### src/rtl/traffic_phase_sequencer.sv
// N-direction green/yellow/all-red sequencer with emergency preemption.
// Optional pedestrian walk phase when PED_REQ_EN is defined.
module traffic_phase_sequencer #(
  parameter int NUM_DIR    = 3,
  parameter int GREEN_CYC  = 5000000,
  parameter int YELLOW_CYC = 2000000,
  parameter int ALLRED_CYC = 500000,
  parameter int PED_CYC    = 3000000,
  parameter int TW         = 24
) (
  input  logic                 clk,
  input  logic                 reset,
  input  logic                 emergency,
  input  logic [1:0]           emg_dir,
`ifdef PED_REQ_EN
  input  logic                 ped_req,
  output logic                 ped_walk,
`endif
  output logic [3*NUM_DIR-1:0] lights,
  output logic [1:0]           phase,
  output logic                 emg_active
);

  typedef enum logic [2:0] {
    S_GREEN,
    S_YELLOW,
    S_ALLRED,
    S_EMG_HOLD,
    S_PED_WALK
  } state_t;

  localparam logic [TW-1:0] G_LAST = TW'(GREEN_CYC - 1);
  localparam logic [TW-1:0] Y_LAST = TW'(YELLOW_CYC - 1);
  localparam logic [TW-1:0] A_LAST = TW'(ALLRED_CYC - 1);
  localparam logic [TW-1:0] P_LAST = TW'(PED_CYC - 1);

  state_t        state, state_n;
  logic [1:0]    phase_n;
  logic [1:0]    nxt;
  logic [TW-1:0] timer;
  logic          emg_ok;
`ifdef PED_REQ_EN
  logic          pend, pend_n;
`endif

  assign emg_ok = emergency && ({1'b0, emg_dir} < 3'(NUM_DIR));
  assign nxt    = (phase == 2'(NUM_DIR - 1)) ? 2'd0 : phase + 2'd1;

  always_ff @(posedge clk) begin
    if (reset) begin
      state <= S_GREEN;
      phase <= 2'd0;
      timer <= '0;
    end else begin
      state <= state_n;
      phase <= phase_n;
      timer <= (state_n != state) ? '0 : timer + TW'(1);
    end
  end

  always_comb begin
    state_n = state;
    phase_n = phase;
    case (state)
      S_GREEN: begin
        if (emg_ok)
          state_n = (phase == emg_dir) ? S_EMG_HOLD : S_YELLOW;
        else if (timer == G_LAST)
          state_n = S_YELLOW;
      end
      S_YELLOW: begin
        if (timer == Y_LAST)
          state_n = S_ALLRED;
      end
      S_ALLRED: begin
        if (timer == A_LAST) begin
          if (emg_ok) begin
            state_n = S_EMG_HOLD;
            phase_n = emg_dir;
          end
`ifdef PED_REQ_EN
          else if (pend)
            state_n = S_PED_WALK;
`endif
          else begin
            state_n = S_GREEN;
            phase_n = nxt;
          end
        end
      end
      S_EMG_HOLD: begin
        if (!emg_ok || emg_dir != phase)
          state_n = S_YELLOW;
      end
`ifdef PED_REQ_EN
      S_PED_WALK: begin
        if (emg_ok)
          state_n = S_ALLRED;
        else if (timer == P_LAST) begin
          state_n = S_GREEN;
          phase_n = nxt;
        end
      end
`endif
      default: state_n = S_GREEN;
    endcase
  end

  always_comb begin
    lights = '0;
    for (int d = 0; d < NUM_DIR; d++) begin
      if (2'(d) == phase &&
          (state == S_GREEN || state == S_EMG_HOLD))
        lights[3*d +: 3] = 3'b001;
      else if (2'(d) == phase && state == S_YELLOW)
        lights[3*d +: 3] = 3'b010;
      else
        lights[3*d +: 3] = 3'b100;
    end
  end

  assign emg_active = (state == S_EMG_HOLD);

`ifdef PED_REQ_EN
  // An aborted walk re-arms the request so it is served after the emergency.
  always_comb begin
    pend_n = pend;
    if (state != S_PED_WALK && state_n == S_PED_WALK)
      pend_n = 1'b0;
    if (state == S_PED_WALK && state_n == S_ALLRED)
      pend_n = 1'b1;
    if (ped_req)
      pend_n = 1'b1;
  end

  always_ff @(posedge clk) begin
    if (reset)
      pend <= 1'b0;
    else
      pend <= pend_n;
  end

  assign ped_walk = (state == S_PED_WALK);
`else
  logic unused_ped;
  assign unused_ped = ^P_LAST;
`endif

endmodule

### config.mk
export PLATFORM = sky130hd
export DESIGN_NAME = traffic_phase_sequencer
export DESIGN_NICKNAME = d
export VERILOG_FILES = /design/src/rtl/traffic_phase_sequencer.sv
export SDC_FILE = /design/constraint.sdc
export NUM_CORES = 1
export LEC_CHECK = 0
export ABC_AREA = 0
export CORE_MARGIN = 1
export CORE_UTILIZATION = 50
export CTS_CLUSTER_SIZE = 28
export DETAILED_ROUTE_END_ITERATION = 16
export GPL_ROUTABILITY_DRIVEN = 1
export GPL_TIMING_DRIVEN = 1
export HOLD_SLACK_MARGIN = 0.05
export PLACE_DENSITY = 0.74
export SYNTH_ARGS = -nofsm -noshare
export SYNTH_HDL_FRONTEND = slang
export SYNTH_SLANG_ARGS = --single-unit
### constraint.sdc
create_clock -name clk -period 2.2 [get_ports clk]
set_clock_uncertainty 0.05 [all_clocks]
set_input_delay 0.44 -clock clk [delete_from_list [all_inputs] [get_ports clk]]
set_output_delay 0.44 -clock clk [all_outputs]
set_load 0.02 [all_outputs]
======== Word-level counts from Yosys, hierarchy flattened ========
Index checks and enable logic that the tools add are counted.
cells by class
  $add $sub $neg .......................... 2
  $lt $le $gt $ge ......................... 1
  equal/unequal tests ..................... 12
  mux-type cells .......................... 16
  reduce and logical (&&, ||, !) cells .... 14
operators by type and width
  kind                                                                     count
  3-bit two-way mux                                                        11
  24-bit by 1-bit adder with 24-bit output, second input constant          1
  24-bit by 19-bit equality test with 1-bit output, second input constant  1
  24-bit by 21-bit equality test with 1-bit output, second input constant  1
  24-bit by 23-bit equality test with 1-bit output, second input constant  1
  3-bit case mux with 4 select lines                                       1
  2-bit two-way mux                                                        4
  1-bit logical AND                                                        7
  3-bit by 2-bit equality test with 1-bit output, second input constant    2
  3-bit by 1-bit equality test with 1-bit output, second input constant    1
  3-bit logical NOT                                                        1
  3-bit inequality test                                                    1
  2-bit by 1-bit adder with 2-bit output, second input constant            1
  1-bit by 2-bit equality test with 1-bit output, first input constant     1
  2-bit equality test                                                      1
  2-bit equality test, first input constant                                1
  2-bit equality test, second input constant                               1
  2-bit logical NOT                                                        1
  1-bit logical OR                                                         2
  2-bit less-than comparator, second input constant                        1
  2-bit inequality test                                                    1
  2-bit AND reduction                                                      1
  2-bit OR reduction                                                       1
  1-bit logical NOT                                                        1
word-level totals
  bits in registers ....................... 29
  bits of input ports ..................... 5
  output and inout port bits .............. 12
  logic and storage cells ................. 48

======== Depth between registers and ports, before layout ========
  word-level depth ........................ 8
  gate-level depth with buffers ........... 7
  mapped depth without buffers ............ 6

======== Least setup slack after synthesis ========
No wires, ideal clock.
  kind .................................... register -> output
  start point ............................. register state[0]
  end point ............................... output port lights[2]
  arrival time ............................ 1635 ps
  data required time ...................... 1710 ps
  path slack .............................. 75 ps
  stages on the path, launching flop included .. 6
  buffers on the path ..................... 0
  cells stage by stage .................... dfxtp_1 -> inv_1 -> nor2_1 -> or3_1 -> nor3_1 -> nor2_1
between the ends
  cells in the longest elaborated chain, start to end .. 4
  elaborated cells on any way between the ends .. 8
  those cells by class .................... eq/ne (2); mux (2); reduce/logical (4)
ends and longest elaborated chain
  item                                                                    RTL line  source
  from (decl)                                                             37        state_t state, state_n;
  from (signal assigned)                                                  55        state <= state_n;
  3-bit by 1-bit equality test with 1-bit output (tied with other cells)  115       else if (2'(d) == phase && state == S_YELLOW)
  1-bit logical AND / 1-bit logical OR (equally long branches)            115, 113
  3-bit two-way mux / 1-bit logical AND (equally long branches)           115, 112
  3-bit two-way mux *                                                     112       if (2'(d) == phase &&
  to (decl)                                                               19        output logic [3*NUM_DIR-1:0] lights,
Every way passes the cells marked *; elsewhere a longest branch is shown, timed or not.

======== Worst setup path after layout ========
  start point ............................. register timer[16]
  end point ............................... register timer[5]
between the ends
  cells in the longest elaborated chain, start to end .. 6
  elaborated cells on any way between the ends .. 10
  those cells by class .................... eq/ne (4); mux (5); reduce/logical (1)
ends and longest elaborated chain
  item                                              RTL line  source
  from (decl)                                       40        logic [TW-1:0] timer;
  from (signal assigned)                            57        timer <= (state_n != state) ? '0 : timer + TW'(1);
  24-bit by 23-bit equality test with 1-bit output  68        else if (timer == G_LAST)
  3-bit two-way mux                                 68
  3-bit two-way mux                                 66        if (emg_ok)
  3-bit case mux with 4 select lines *              64        case (state)
  3-bit inequality test *                           57
  2-bit OR reduction (no line) *                    -
Marked as above.
A chain may end at the register's enable or synchronous reset.

==> out/results.txt <==
fin cells: 292
busiest layer in global routing: met2
CP bufs+invs: 3
Post-synth EDFFs: 0
Max rail drop VDD: 0.412 mV
failing checks: negative setup slack
final wirelength: 5090 um
MaxCap Viol Count: 0
Starting DRT DRC Count: 118
RSZ-0062 raised after global routing: true
TritonCTS buffer count: 5
synthesized area per cell: 9.53 sq um
post-DR vias/cell: 5.96
antenna violations before repair: 0
root buffer cell: clkbuf_4
Syn Std Cell Area: 1830 sq um
GRT overflow: 0
Area growth, synth to finish: 34.4%
row count: 21
post-route cell area: 2460 sq um
Clock Power Share: 0.318
Top FF cell, synth: dfxtp_1
# clock sinks: 29
die width: 62.5 um
post-layout net count: 252
Via Count: 1739
final setup fails: 24
die height: 62.5 um
flops & latches, synth: 29
Net Sw Frac: 0.255
core footprint: 3420 sq um
largest net degree at the start of global routing: 25
drt pass-1 iters: 4
Flop pwr share: 0.527
die area: 3910 sq um
Worst Setup End Kind: register
share of the synthesized area in the top cell type: 0.317
CP Class: reg2reg
Clock Pin Slew Worst Setup and Hold Paths: 0.09 ns
Port Buffer Count: 16
crit-path cells: or4b_4, nor4_2, a21oi_1, buf_4, a211oi_4, buf_4, buf_12, nor4_2
Leak: 0.879 nW
worst hold margin: 0.547 ns
post-synthesis async set-or-reset flop share: 0
fmax: 442 MHz
Final ANT Viol Nets: 0
clock latency on the worst-skew pair: 0.33 ns
DP Cell Count: 274
Starting Density: 0.536
Synthesis Warnings: 0
Critical Path AT: 2.41 ns
Net Switching: 0.258 mW
CTS Buffer Depth: 2
Gate power share: 0.155
worst min-delay path class: reg2reg
met3 usage: 0.0730
WL/cell: 17.4 um
vias in the first global route: 1610
Global Route Usage Sum: 0.238
Post-Syn Instances: 192
clock period minus worst slack: 2.26 ns
Antenna diodes: 0
Max H-tree Level: 2
IO Count: 17
DRC: 0
post-synthesis cell type count: 49
top cell family by delay on the critical path: simple AND/OR/NAND/NOR gates
slowest stage delay, CP: 0.55 ns
PD cells: 410 nW/um^2
Final GP Congestion: 0.884
P_int: 0.752 mW
CTS tree: yes
Slowest cell on crit path: or4b_4
Worst Slack Setup Final: -0.0610 ns
final number of hold-violating endpoints: 0
WP data required: 2.35 ns
first-pass GRT wire length: 7300 um
Area contributors post-synth: dfxtp_1, nor4_2, xnor2_1
syn_nets: 198
Fill cells: 250
fin crit share: 1.03
placed standard-cell area: 2220 sq um
sequential element share of the synthesized area: 0.317
setup TNS: -1.18 ns
grt met2 use: 0.402
dpl hpwl: 3200 um
maximum fanout along the worst path: 12
met1 Use GR: 0.273
dominant cell type by area after synthesis: dfxtp_1
Slew Viols, Final: 0
CP Launch Type: register
share of layout cells above drive strength 1: 0.402
status: complete, but fails checks
[cells in the mapped netlist, types with 2 or more instances]
| library cell | n |
|---|---|
| dfxtp_1 | 29 |
| nor4_2 | 20 |
| nor2_1 | 17 |
| nand2_1 | 12 |
| xnor2_1 | 12 |
| xor2_1 | 12 |
| nand3_1 | 10 |
| nand4_1 | 9 |
| nor3_1 | 8 |
| inv_1 | 5 |
| nor4_1 | 5 |
| and3_1 | 4 |
| or3_1 | 3 |
| a211oi_1 | 2 |
| a21oi_1 | 2 |
| buf_4 | 2 |
| buf_8 | 2 |
| clkbuf_1 | 2 |
| nand4b_1 | 2 |
| nor2b_1 | 2 |
| nor4_4 | 2 |
| o21ai_0 | 2 |
| or2_2 | 2 |
[cell usage in the layout (no fill, tap or decap), types with 2 or more instances in the layout]
master | synthesis | final
dlygate4sd2_1 | 0 | 2
nand4_1 | 9 | 9
clkbuf_2 | 0 | 5
buf_6 | 1 | 4
nand4b_1 | 2 | 2
inv_1 | 5 | 5
a211oi_1 | 2 | 2
nand3_1 | 10 | 10
nor2_2 | 0 | 2
xnor2_1 | 12 | 12
nor3_1 | 8 | 7
buf_4 | 2 | 28
and3_1 | 4 | 4
buf_2 | 0 | 2
nor4_1 | 5 | 2
dfxtp_2 | 0 | 2
xor2_1 | 12 | 12
or2_2 | 2 | 2
nor4_2 | 20 | 22
or3_1 | 3 | 2
clkbuf_4 | 0 | 5
clkdlybuf4s50_1 | 0 | 6
dfxtp_1 | 29 | 26
buf_12 | 0 | 3
nor2_1 | 17 | 15
nand2_1 | 12 | 12
clkbuf_16 | 0 | 3
nor2b_1 | 2 | 2
o21ai_0 | 2 | 2
nor4_4 | 2 | 3
a21oi_1 | 2 | 2
[metrics by stage]
step	setup slack (ns)	util	total power, mW
after CTS	-0.0686	0.668	0.982
after floorplan	0.0747	-	0.617
after global placement	-0.0511	0.651	0.657
final	-0.0610	0.721	1.01
after global routing	-0.0915	0.721	1.07
after detailed placement	-0.0809	0.651	0.660
[worst paths after layout]
path | startpoint | to | slack (ns) | cells after the start
min reg2reg | timer[23] | timer[23] | 0.55 | 2
max reg2reg | timer[16] | timer[5] | -0.06 | 8
min | timer[23] | timer[23] | 0.55 | 2
max | timer[16] | timer[5] | -0.06 | 8
[final cells by class]
type	count	area (sq um)	share of cell area
clock buffers	7	55.1	0.0224
inverters	5	18.8	0.00763
multi-input cells	150	1210	0.494
flip-flops and latches	29	587	0.238
well taps	46	57.6	0.0234
repair buffers	55	528	0.215
[power by group through the flow]
stage	clock network [mW]	registers, mW	logic, mW
after floorplan	0	0.546	0.0714
after global placement	0	0.545	0.112
after detailed placement	0	0.546	0.115
after CTS	0.335	0.533	0.114
after global routing	0.372	0.533	0.164
final	0.321	0.532	0.157
[kinds of logic after synthesis]
family	share of synthesized area
DFF	0.317
AOI/OAI and AO/OA	0.0581
buffers and inverters	0.0499
xor gates and xnor gates	0.115
muxes	0.00547
and+or+nand+nor	0.446
other	0.00205
adders and majority gates	0.00683
[sequential cells by signal, indices dropped and copies added, names as in the netlist]
signal	cells
state	3
phase	2
timer	24
[what timing repair did]
item | in CTS | in global routing
cloned | 0 | 5
setup buffers | 0 | 6
endpoints found under the setup margin | 34 | 32
pin swaps | 0 | 6
hold buffers | 0 | 0
gates resized for setup | 21 | 25
[worst min-delay path, cell delays in order, from the launching register on]
cell     delay (ns)
dfxtp_1        0.33
xor2_1         0.18
nor4_2         0.05
[per-layer routing]
| layer | vias up | wire length [um] |
|---|---|---|
| met5 | - | 0 |
| met4 | 0 | 132 |
| met3 | 14 | 266 |
| met2 | 61 | 2600 |
| met1 | 854 | 2090 |
| li1 | 810 | - |
(Power assumes the default switching activity.)
